<file path="src/rtl/vga_timing_pkg.sv">
// Shared VGA timing defaults and lock-state encoding for the sync generator
// and the sync decoder.
package vga_timing_pkg;

  localparam int H_TOTAL_DEF     = 800;
  localparam int H_SYNC_DEF      = 96;
  localparam int H_BP_DEF        = 48;
  localparam int H_ACTIVE_DEF    = 640;
  localparam int V_TOTAL_DEF     = 525;
  localparam int V_SYNC_DEF      = 2;
  localparam int V_BP_DEF        = 33;
  localparam int V_ACTIVE_DEF    = 480;
  localparam int LOCK_FRAMES_DEF = 2;

  typedef enum logic [1:0] {
    ST_SEARCH  = 2'd0,
    ST_ACQUIRE = 2'd1,
    ST_LOCKED  = 2'd2
  } sync_state_t;

  // True when pos lies in [lo, lo+len).
  function automatic logic in_window(input logic [15:0] pos,
                                     input logic [15:0] lo,
                                     input logic [15:0] len);
    return (pos >= lo) && (pos < (lo + len));
  endfunction

endpackage

</file>
<file path="src/rtl/sync_edge_detect.sv">
// Two-flop synchronizer for one active-low sync line plus a leading (falling)
// edge detector evaluated only on pixel-strobe cycles.
module sync_edge_detect (
  input  logic board_clk,
  input  logic reset,
  input  logic pix_en,
  input  logic sync_n,
  output logic lead_edge
);

  logic meta_q, meta_d;
  logic sync_q, sync_d;
  logic prev_q, prev_d;

  always_comb begin
    meta_d    = sync_n;
    sync_d    = meta_q;
    prev_d    = prev_q;
    lead_edge = 1'b0;
    if (pix_en) begin
      // Edge is judged against the level seen on the previous pixel strobe.
      prev_d    = sync_q;
      lead_edge = prev_q && !sync_q;
    end
  end

  always_ff @(posedge board_clk or posedge reset) begin
    if (reset) begin
      meta_q <= 1'b1;
      sync_q <= 1'b1;
      prev_q <= 1'b1;
    end else begin
      meta_q <= meta_d;
      sync_q <= sync_d;
      prev_q <= prev_d;
    end
  end

endmodule

</file>
<file path="src/rtl/vga_sync_decoder.sv">
// Recovers pixel position from incoming VGA sync lines, checks line and frame
// lengths, and tracks lock through a SEARCH -> ACQUIRE -> LOCKED state machine.
module vga_sync_decoder
  import vga_timing_pkg::*;
#(
  parameter int H_TOTAL     = H_TOTAL_DEF,
  parameter int H_SYNC      = H_SYNC_DEF,
  parameter int H_BP        = H_BP_DEF,
  parameter int H_ACTIVE    = H_ACTIVE_DEF,
  parameter int V_TOTAL     = V_TOTAL_DEF,
  parameter int V_SYNC      = V_SYNC_DEF,
  parameter int V_BP        = V_BP_DEF,
  parameter int V_ACTIVE    = V_ACTIVE_DEF,
  parameter int LOCK_FRAMES = LOCK_FRAMES_DEF
) (
  input  logic       board_clk,
  input  logic       reset,
  input  logic       pix_en,
  input  logic       vga_h_sync,
  input  logic       vga_v_sync,
  output logic [9:0] pix_x,
  output logic [9:0] pix_y,
  output logic       in_display,
  output logic       locked,
  output logic       frame_start,
  output logic       sync_err,
  output logic [7:0] err_count
);

  localparam int HCW     = $clog2(2 * H_TOTAL);
  localparam int GW      = (LOCK_FRAMES > 1) ? $clog2(LOCK_FRAMES) : 1;
  localparam int H_START = H_SYNC + H_BP;
  localparam int V_START = V_SYNC + V_BP;
  localparam logic [HCW-1:0] H_LAST = HCW'(H_TOTAL - 1);
  localparam logic [HCW-1:0] H_MAX  = HCW'(2 * H_TOTAL - 1);
  localparam logic [HCW-1:0] H_PRE  = HCW'(2 * H_TOTAL - 2);
  localparam logic [9:0]     V_LAST = 10'(V_TOTAL - 1);
  localparam logic [GW-1:0]  G_LAST = GW'(LOCK_FRAMES - 1);

  logic h_edge, v_edge;

  sync_edge_detect u_hsync_edge (
    .board_clk (board_clk),
    .reset     (reset),
    .pix_en    (pix_en),
    .sync_n    (vga_h_sync),
    .lead_edge (h_edge)
  );

  sync_edge_detect u_vsync_edge (
    .board_clk (board_clk),
    .reset     (reset),
    .pix_en    (pix_en),
    .sync_n    (vga_v_sync),
    .lead_edge (v_edge)
  );

  logic [HCW-1:0] h_cnt_q, h_cnt_d;
  logic [9:0]     v_cnt_q, v_cnt_d;
  logic           vs_pend_q, vs_pend_d;
  logic           h_valid_q, h_valid_d;
  sync_state_t    state_q, state_d;
  logic [GW-1:0]  good_q, good_d;

  logic [9:0] pix_x_q, pix_x_d;
  logic [9:0] pix_y_q, pix_y_d;
  logic       in_display_q, in_display_d;
  logic       locked_q, locked_d;
  logic       frame_start_q, frame_start_d;
  logic       sync_err_q, sync_err_d;
  logic [7:0] err_count_q, err_count_d;

  logic line_err, frame_err, frame_evt, err_hit;
  logic h_vis, v_vis;

  // Position counters and raw timing-error detection.
  always_comb begin
    h_cnt_d   = h_cnt_q;
    v_cnt_d   = v_cnt_q;
    vs_pend_d = vs_pend_q;
    line_err  = 1'b0;
    frame_err = 1'b0;
    frame_evt = 1'b0;
    if (pix_en) begin
      if (h_edge) begin
        line_err = h_valid_q && (h_cnt_q != H_LAST);
        h_cnt_d  = '0;
        // A vsync edge on this very strobe counts as already pending.
        if (vs_pend_q || v_edge) begin
          frame_evt = 1'b1;
          frame_err = (v_cnt_q != V_LAST);
          v_cnt_d   = '0;
          vs_pend_d = 1'b0;
        end else if (v_cnt_q != 10'h3FF) begin
          v_cnt_d = v_cnt_q + 10'd1;
        end
      end else begin
        if (v_edge) begin
          vs_pend_d = 1'b1;
        end
        if (h_cnt_q != H_MAX) begin
          h_cnt_d  = h_cnt_q + 1'b1;
          line_err = (h_cnt_q == H_PRE);
        end
      end
    end
  end

  // Lock state machine; errors only matter once a frame has been seen.
  always_comb begin
    state_d   = state_q;
    good_d    = good_q;
    h_valid_d = h_valid_q;
    err_hit   = (line_err || frame_err) && (state_q != ST_SEARCH);
    if (pix_en && h_edge) begin
      h_valid_d = 1'b1;
    end
    unique case (state_q)
      ST_SEARCH: begin
        if (frame_evt) begin
          state_d = ST_ACQUIRE;
          good_d  = '0;
        end
      end
      ST_ACQUIRE: begin
        if (err_hit) begin
          state_d = ST_SEARCH;
        end else if (frame_evt) begin
          if (good_q == G_LAST) begin
            state_d = ST_LOCKED;
          end else begin
            good_d = good_q + 1'b1;
          end
        end
      end
      ST_LOCKED: begin
        if (err_hit) begin
          state_d = ST_SEARCH;
        end
      end
      default: begin
        state_d = ST_SEARCH;
      end
    endcase
    // The next line measured after dropping to SEARCH starts from an unknown phase.
    if (err_hit) begin
      h_valid_d = 1'b0;
    end
  end

  // Outputs track the post-strobe counter values so they land one clock later.
  always_comb begin
    h_vis         = in_window(16'(h_cnt_d), 16'(H_START), 16'(H_ACTIVE));
    v_vis         = in_window(16'(v_cnt_d), 16'(V_START), 16'(V_ACTIVE));
    pix_x_d       = '0;
    pix_y_d       = '0;
    if (h_vis && v_vis) begin
      pix_x_d = 10'(h_cnt_d - HCW'(H_START));
      pix_y_d = v_cnt_d - 10'(V_START);
    end
    locked_d      = (state_d == ST_LOCKED);
    in_display_d  = h_vis && v_vis && locked_d;
    frame_start_d = frame_evt;
    sync_err_d    = err_hit;
    err_count_d   = err_count_q;
    if (err_hit && (err_count_q != 8'hFF)) begin
      err_count_d = err_count_q + 8'd1;
    end
  end

  always_ff @(posedge board_clk or posedge reset) begin
    if (reset) begin
      h_cnt_q       <= '0;
      v_cnt_q       <= '0;
      vs_pend_q     <= 1'b0;
      h_valid_q     <= 1'b0;
      state_q       <= ST_SEARCH;
      good_q        <= '0;
      pix_x_q       <= '0;
      pix_y_q       <= '0;
      in_display_q  <= 1'b0;
      locked_q      <= 1'b0;
      frame_start_q <= 1'b0;
      sync_err_q    <= 1'b0;
      err_count_q   <= '0;
    end else begin
      h_cnt_q       <= h_cnt_d;
      v_cnt_q       <= v_cnt_d;
      vs_pend_q     <= vs_pend_d;
      h_valid_q     <= h_valid_d;
      state_q       <= state_d;
      good_q        <= good_d;
      pix_x_q       <= pix_x_d;
      pix_y_q       <= pix_y_d;
      in_display_q  <= in_display_d;
      locked_q      <= locked_d;
      frame_start_q <= frame_start_d;
      sync_err_q    <= sync_err_d;
      err_count_q   <= err_count_d;
    end
  end

  assign pix_x       = pix_x_q;
  assign pix_y       = pix_y_q;
  assign in_display  = in_display_q;
  assign locked      = locked_q;
  assign frame_start = frame_start_q;
  assign sync_err    = sync_err_q;
  assign err_count   = err_count_q;

endmodule

</file>
<file path="config.mk">
export PLATFORM = sky130hd
export DESIGN_NAME = vga_sync_decoder
export DESIGN_NICKNAME = d
export VERILOG_FILES = /design/src/rtl/vga_timing_pkg.sv /design/src/rtl/sync_edge_detect.sv /design/src/rtl/vga_sync_decoder.sv
export SDC_FILE = /design/constraint.sdc
export NUM_CORES = 1
export LEC_CHECK = 0
export CORE_MARGIN = 8
export CORE_UTILIZATION = 30
export CTS_CLUSTER_DIAMETER = 40
export DETAILED_ROUTE_END_ITERATION = 12
export PLACE_DENSITY = 0.48
export SYNTH_ARGS = -nofsm -noshare
export SYNTH_HDL_FRONTEND = slang
export SYNTH_SLANG_ARGS = --single-unit
</file>
<file path="constraint.sdc">
create_clock -name board_clk -period 5.3 [get_ports board_clk]
set_input_delay 1.06 -clock board_clk [delete_from_list [all_inputs] [get_ports board_clk]]
set_output_delay 1.06 -clock board_clk [all_outputs]
set_load 0.1 [all_outputs]
</file>
# After elaboration in Yosys (flattened, before gate mapping)
# Cells that the tools add are included.
# op_classes
addsub	6
mul	0
n_div	0
magnitude_cmp	4
eq_ne	13
shift	0
muxes	36
bitwise_logic	0
n_reduce_logical	21
# ops
op	count
$mux W10	6
$mux W11	3
$mux W1	20
$ne A10 B10 Y1 const B	2
$add A11 B1 Y11 const B	1
$eq A11 B11 Y1 const B	1
$ge A11 B8 Y1 const B	1
$lt A11 B10 Y1 const B	1
$ne A11 B10 Y1 const B	1
$ne A11 B11 Y1 const B	1
$add A10 B1 Y10 const B	1
$ge A10 B6 Y1 const B	1
$logic_and A1 B1 Y1	10
$lt A10 B10 Y1 const B	1
$mux W2	5
$sub A10 B6 Y10 const B	1
$sub A10 B8 Y10 const B	1
$add A8 B1 Y8 const B	1
$ne A8 B8 Y1 const B	1
$reduce_bool A2 Y1	4
$ne A2 B2 Y1 const B	3
$pmux W2 S3	1
$eq A2 B2 Y1 const B	2
$reduce_and A4 Y1	1
other kinds (8)	10
# totals
regBits	64
latchBits	0
mem_bits_rw	0
rom_bits	0
wordCells	99
n_memories	0

# Depth between registers and ports, before layout
# Gate-level depths: netlist (run 1).
# logic_depth
ltp_word	13
ltp_mapped	11
ltp_nobuf	10

# Cells and area by module
# A second synthesis (run 1) with hierarchy kept.
# hier_totals
hier_cells	341
area_unflattened_um2	3564.7
# modules_own_cells
mod	instances	cells_each	area_each_um2	seq_area_each_um2
vga_sync_decoder	1	329	3349.5	1451.4
sync_edge_detect	2	6	107.6	78.8

# Least setup slack after synthesis (run 1)
# OpenSTA, ideal clock, no wires.
# synth_path
kind	input to register
start	in pix_en
end	reg pix_y_q[8] (netlist: pix_y[8])
arrival_ns	2.934
setup_slack_ns	2.279
stages	10
n_path_buf	3
cell_sequence	and3b_1 buf_6 buf_2 a32o_1 ha_1 or2_1 nor3_1 a211oi_2 buf_6 a211oi_2
# synth_between
elab_chain_len	9
elab_cells_between_ends	17
classes_between	add/sub: 1; order compare: 4; mux: 8; reduce/logical: 4
# synth_lines
item	line_no	source
start: declaration	vga_sync_decoder.sv:18	input logic pix_en,
$mux W1	sync_edge_detect.sv:20	if (pix_en) begin
$logic_or A1 B1 Y1	vga_sync_decoder.sv:89	if (vs_pend_q || v_edge) begin
$mux W10	vga_sync_decoder.sv:89	
$mux W10	vga_sync_decoder.sv:85	if (h_edge) begin
$mux W10 *	vga_sync_decoder.sv:84	if (pix_en) begin
net v_cnt_d[1]	vga_sync_decoder.sv:59	logic [9:0] v_cnt_q, v_cnt_d;
$ge A10 B6 Y1 or $lt A10 B10 Y1 (tied branches)	vga_timing_pkg.sv:25	return (pos >= lo) && (pos < (lo + len));
$logic_and A1 B1 Y1	vga_timing_pkg.sv:25	
$logic_and A1 B1 Y1	vga_sync_decoder.sv:157	if (h_vis && v_vis) begin
$mux W10 *	vga_sync_decoder.sv:157	
net pix_y_d[8]	vga_sync_decoder.sv:66	logic [9:0] pix_y_q, pix_y_d;
end signal: assignment	vga_sync_decoder.sv:194	pix_y_q <= pix_y_d;
end: declaration	vga_sync_decoder.sv:66	
# Mark *: on every way through the listed nets, which the timed path passes. The rest lies on a longest branch.
# A chain may end at the register's enable or synchronous reset.

# Final worst setup path (run 1)
# layout_path
start	in pix_en
end	reg pix_y_q[2] (netlist: pix_y[2])
# The elaborated chain is that of the path after synthesis.

==> out/qor.yml, run 1 <==
final_layout:
  layoutNonFillerInstCount: 500
  num_antenna_cells: 0
  areaGrowthSynthToFinish_pct: 23.44
  nNetsFinal: 365
  final_layout_size_suffix_gt1_share_pct: 20.73
grt:
  grt-ovfl-total: 0
  grt_max_degree: 36
  grt_pass1_wl_um: 13670
  antenna_found_initial: 0
  track_usage_pct: 11.43
  grt_pass1_vias: 2565
clocking:
  htreeDepth: 3
  root_buffer: "clkbuf_16"
  path_clk_slew_ns: 0.05
  ctsHoldBuffers: 0
  cts_sinks: 64
  cts.path.max_buffers: 2
  cts_setup_buffers: 0
  cts_tree: "built"
  post_cts_resize_count: 0
  cts_inserted_buffers: 9
  worstSkewPairLatency_ns: 0.33
sta:
  min_period_ns: 3.893
  tightest_slew_ns: 0.9893
  maxSlewViolCount: 0
  final.setup.worst_slack_ns: 1.407
  fin_setup_tns_ns: 0
  rsz0062_at_grt: "false"
  slew_headroom_pct: 33.84
  finalCritPeriodShare_pct: 73.45
  finalHoldViolCount: 0
  max_freq_mhz: 256.9
  final.setup_skew_ns: 0.004174
  setup_viol: 0
hold_path:
  hold_end: "u_vsync_edge.sync_q"
  worstHoldStart: "u_vsync_edge.meta_q"
  min_path_cells: 0
  hp-class: "reg -> reg"
logic_synthesis:
  yosys.area.top_type: "dfrtp_1"
  synthFlopType: "dfrtp_1"
  ys_warn_count: 0
  synth_xor_area_share_pct: 3.501
  syn-cell-area_um2: 3502
  ys_types: 75
  synth_seq_cells: 64
  yosys.area_share.simple_pct: 22.79
  synthMuxAreaShare_pct: 1.929
  syn_inst: 316
  post_synth.cell_area_avg_um2: 11.08
  synth_edf_count: 0
  yosysSeqAreaShare_pct: 45.94
  yosys.area_share.adder_pct: 2.858
  yosys-top-cells-count: "58 x dfrtp_1, 20 x nor2_1, 15 x nand2_1, 15 x nand4_1, 13 x inv_1"
  synthArstFlopShare_pct: 100.0
  synth_most_common_cell: "dfrtp_1"
  synth_compound_area_share_pct: 17.68
  ys_top_cells_by_area: "dfrtp_1 41%, dfstp_2 4.5%, xnor2_1 3.0%"
  synth_top_family_by_area: "simple AND/OR/NAND/NOR gates"
  synth_top_area_share_pct: 41.44
  syn_nets: 329
routing:
  num_vias: 2583
  wl_per_cell_um: 16.59
  drc_errors: 0
  drtPass1Iterations: 4
  vias_per_cell: 5.166
  antenna_left: 0
  wirelength_um: 8293
  drt_iter0_drc: 102
critical_path:
  critPathRequiredTime_ns: 5.50
  cp-end-kind: "flip-flop"
  reg2reg_slack_ns: 2.14
  crit_path_start: "pix_en"
  worst_setup_path_start_kind: "primary input"
  worstReg2RegEnd: "pix_y[2]"
  cp.arrival_ns: 4.09
  reg2regPathDepth: 10
  worst-setup-path-type: "in -> reg"
  crit_fanout: 14
  worstReg2RegStart: "u_vsync_edge.sync_q"
placed_design:
  dp_cells: 484
  dp_hpwl_um: 5978
  globalplace.congestion: 0.8321
  port_buffers: 36
  pre_cts_ws_ns: 1.062
die:
  io_pins: 37
  dieArea_um2: 15390
  initial_core_util_pct: 30.67
  die_w_um: 124.0
  dieHeight_um: 124.0
  core_um2: 11420
  fp-row-count: 39
job:
  max_cap_violations: 0
pwr:
  leakage_uw: 0.001802
  p_total_uw: 1782
  p_per_area_nw_per_um2: 412.3
  clkPwrFrac_pct: 39.2
  vdd_drop_max_mv: 0.1723
  power.switching_uw: 602.2
  intPower_uw: 1180
  power_frac_comb_pct: 25.1
  seqPwrFrac_pct: 35.7
  swShare_pct: 33.79
run_status:
  status: "finished, final reports clean"
-- kinds of logic after synthesis --
kind of cell | after synthesis
compound gates | 68
xor+xnor | 14
fa+ha+maj | 8
buf+inv | 33
flops | 64
mux | 5
simple gates | 124
-- power by group through the flow --
stage / logic [uW] / clock network (uW) / registers [uW]
finish: 447 / 699 / 636
global route: 485 / 733 / 651
CTS: 452 / 713 / 635
detailed placement: 449 / 0 / 644
global placement: 452 / 0 / 643
floorplan: 263 / 0 / 720
-- critical path, cell delays in order --
cell and delay [ns]:
clkdlybuf4s50_1 0.60, and3b_1 0.39, buf_4 0.23, a32o_1 0.28, ha_1 0.22, nor3_1 0.25
a211oi_1 0.16, a211oi_4 0.47, buf_4 0.33, a211oi_2 0.08
-- registers in the layout (all words and copies together) (netlist names), 2 cells and up --
signal     count
state_q        2
v_cnt_q       10
pix_y         10
pix_x         10
h_cnt_q       11
err_count      8
-- metal layers --
layer  vias up  share of wire (%)  GRT usage (%)
met1      1257                 51          16.26
met2        62                 43          15.98
met4         0                1.8          5.799
met5         -                  0              0
met3         9                4.6          2.312
li1       1255                  -              -
-- cell usage in the layout, fill, tap and decap left out, drive strengths merged, types with 10 or more instances in the layout --
cell,n
dfrtp,58
clkdlybuf4s50,36
nor2,20
nand4,15
nand2,15
inv,15
nor3,14
xnor2,12
clkbuf,11
a211oi,11
nand3,10
o21ai,10
-- cell type report --
class | count | area [um^2]
Tap cell | 143 | 178.9
Inverter | 17 | 66.31
Sequential cell | 64 | 1609
Timing Repair Buffer | 41 | 397.9
Multi-Input combinational cell | 219 | 1715
Clock buffer | 11 | 252.7
Clock inverter | 5 | 102.6
Fill cell | 1170 | 7096
-- worst max path at each step --
stage                           to  slack [ns]  depth (start not counted)
after global routing      pix_y[0]        1.26                         10
final                     pix_y[2]        1.41                         10
after CTS                 pix_y[2]        1.40                         10
after floorplan           pix_y[8]        2.28                         10
after detailed placement  pix_x[4]        1.06                         10
after global placement    pix_x[5]        1.14                         10
-- through the flow --
stage	hold WS, ns	utilization [%]	instance area (um^2)
floorplan	0.3452	-	3502
global placement	0.3490	34.75	3968
detailed placement	0.3482	34.75	3968
CTS	0.3568	37.86	4323
global route	0.3627	37.86	4323
finish	0.3562	37.86	4323
Note: power is estimated with default switching activity, not from simulation.
==> run 2, diff against run 1 <==
==> constraint.sdc (replaced) <==
create_clock -name board_clk -period 3.7 [get_ports board_clk]
set_input_delay 0.74 -clock board_clk [delete_from_list [all_inputs] [get_ports board_clk]]
set_output_delay 0.74 -clock board_clk [all_outputs]
set_load 0.1 [all_outputs]
==> out/qor.yml, run 2 (same netlist as run 1, synthesis figures left out) <==
clocking:
  cts.path.max_buffers: 2  # unchanged
  ctsHoldBuffers: 0  # unchanged
  post_cts_resize_count: 0  # unchanged
  worstSkewPairLatency_ns: 0.33  # about the same
  cts_inserted_buffers: 9  # unchanged
  cts_sinks: 64  # unchanged
  htreeDepth: 3  # unchanged
  cts_tree: "built"  # unchanged
  path_clk_slew_ns: 0.05  # about the same
  cts_setup_buffers: 0  # unchanged
  root_buffer: "clkbuf_16"  # unchanged
placed_design:
  dp_hpwl_um: 5891  # was 5978 um
  globalplace.congestion: 0.7830  # was 0.8321
  dp_cells: 490  # was 484
  pre_cts_ws_ns: 0.1569  # was 1.062 ns
  port_buffers: 36  # unchanged
routing:
  num_vias: 2609  # was 2583
  antenna_left: 0  # unchanged
  vias_per_cell: 5.156  # was 5.166
  drt_iter0_drc: 177  # was 102
  drc_errors: 0  # unchanged
  drtPass1Iterations: 4  # unchanged
  wl_per_cell_um: 16.29  # was 16.59 um
  wirelength_um: 8242  # was 8293 um
sta:
  finalCritPeriodShare_pct: 86.96
  rsz0062_at_grt: "false"  # unchanged
  maxSlewViolCount: 0  # unchanged
  fin_setup_tns_ns: 0  # unchanged
  final.setup_skew_ns: 0.01081  # was 0.004174 ns
  slew_headroom_pct: 34.28  # was 33.84%
  finalHoldViolCount: 0  # unchanged
  final.setup.worst_slack_ns: 0.4825  # was 1.407 ns
  setup_viol: 0  # unchanged
  min_period_ns: 3.217
  tightest_slew_ns: 0.9827  # was 0.9893 ns
  max_freq_mhz: 310.8
  holdWs_ns: 0.3573  # was 0.3562 ns
run_status:
  status: "finished, final reports clean"  # unchanged
critical_path:
  crit_fanout: 11  # was 14
  cp.arrival_ns: 3.46  # was 4.09 ns
  worst-setup-path-type: "in -> reg"  # unchanged
  worst_setup_path_start_kind: "primary input"  # unchanged
  reg2regPathDepth: 10  # unchanged
  critPathRequiredTime_ns: 3.94  # was 5.50 ns
  cp-end-kind: "flip-flop"  # unchanged
die:
  dieArea_um2: 15390  # unchanged
  fp-row-count: 39  # unchanged
  dieHeight_um: 124.0  # unchanged
  initial_core_util_pct: 30.67  # unchanged
  io_pins: 37  # unchanged
  core_um2: 11420  # unchanged
  die_w_um: 124.0  # unchanged
grt:
  grt_pass1_wl_um: 14210  # was 13670 um
  grt_pass1_vias: 2761  # was 2565
  antenna_found_initial: 0  # unchanged
  grt-ovfl-total: 0  # unchanged
  track_usage_pct: 11.74  # was 11.43%
  grt_max_degree: 38  # was 36
final_layout:
  largest_register: "h_cnt_q"  # unchanged
  num_antenna_cells: 0  # unchanged
  final_layout_size_suffix_gt1_share_pct: 21.76  # was 20.73%
  final_common_cell: "dfrtp_1"  # unchanged
  mostFrequentLayoutCells: "58 x dfrtp_1, 36 x clkdlybuf4s50_1, 20 x nor2_1, 15 x nand4_1, 15 x nand2_1"  # unchanged
  areaGrowthSynthToFinish_pct: 24.08  # was 23.44%
  layoutNonFillerInstCount: 506  # was 500
  fillCellCount: 1131  # was 1170
  largest_register_ffs: 11  # unchanged
  nNetsFinal: 371  # was 365
job:
  max_cap_violations: 0  # unchanged
hold_path:
  min_path_cells: 0  # unchanged
  hp-class: "reg -> reg"  # unchanged
pwr:
  vdd_drop_max_mv: 0.2207  # was 0.1723 mV
  p_per_area_nw_per_um2: 559.7  # was 412.3 nW/um^2
  leakage_uw: 0.001819  # was 0.001802 uW
run 2: worst paths after layout:
check                                    start                   to  slack (ns)
max                                     pix_en             pix_y[9]        0.48
min                        u_vsync_edge.meta_q  u_vsync_edge.sync_q        0.36
max reg2reg                u_vsync_edge.sync_q             pix_y[8]        0.79
min reg2reg                u_vsync_edge.meta_q  u_vsync_edge.sync_q        0.36
max in group asynchronous                reset  u_hsync_edge.sync_q        2.03
min in group asynchronous                reset             pix_x[2]        0.87
run 2: final cells by class:
class	instances	area, um^2	area share [%]
clock inverters	5	65.06	1.497
repair buffers	47	467.9	10.77
well taps	143	178.9	4.117
multi-input cells	219	1715	39.48
flip-flops and latches	64	1609	37.03
clock buffers	11	242.7	5.586
inverters	17	66.31	1.526
run 2: critical path, stage by stage:
cell             delay, ns
clkdlybuf4s50_1       0.53
and3b_1               0.54
o21ai_4               0.22
inv_4                 0.14
a211oi_2              0.08
a221o_1               0.32
o31a_1                0.31
or3_1                 0.34
a211oi_2              0.23
run 2: routing by layer:
layer / vias up / part of all wire, % / GRT usage, %
li1: 1267 / - / -
met1: 1267 / 52 / 16.44
met3: 7 / 4.1 / 3.128
met4: 0 / 1.4 / 4.610
met2: 68 / 42 / 16.82
met5: - / 0 / 0
run 2: where the power goes:
group	switching, uW	internal [uW]
logic	440	226
clock network	311	545
registers	122	788
run 2: through the flow:
step                total power, uW  area [um^2]  utilization, %
finish                         2432         4345           38.06
global route                   2566         4345           38.06
CTS                            2453         4345           38.06
detailed placement             1585         4038           35.36
global placement               1590         4038           35.36
floorplan                      1409         3502               -
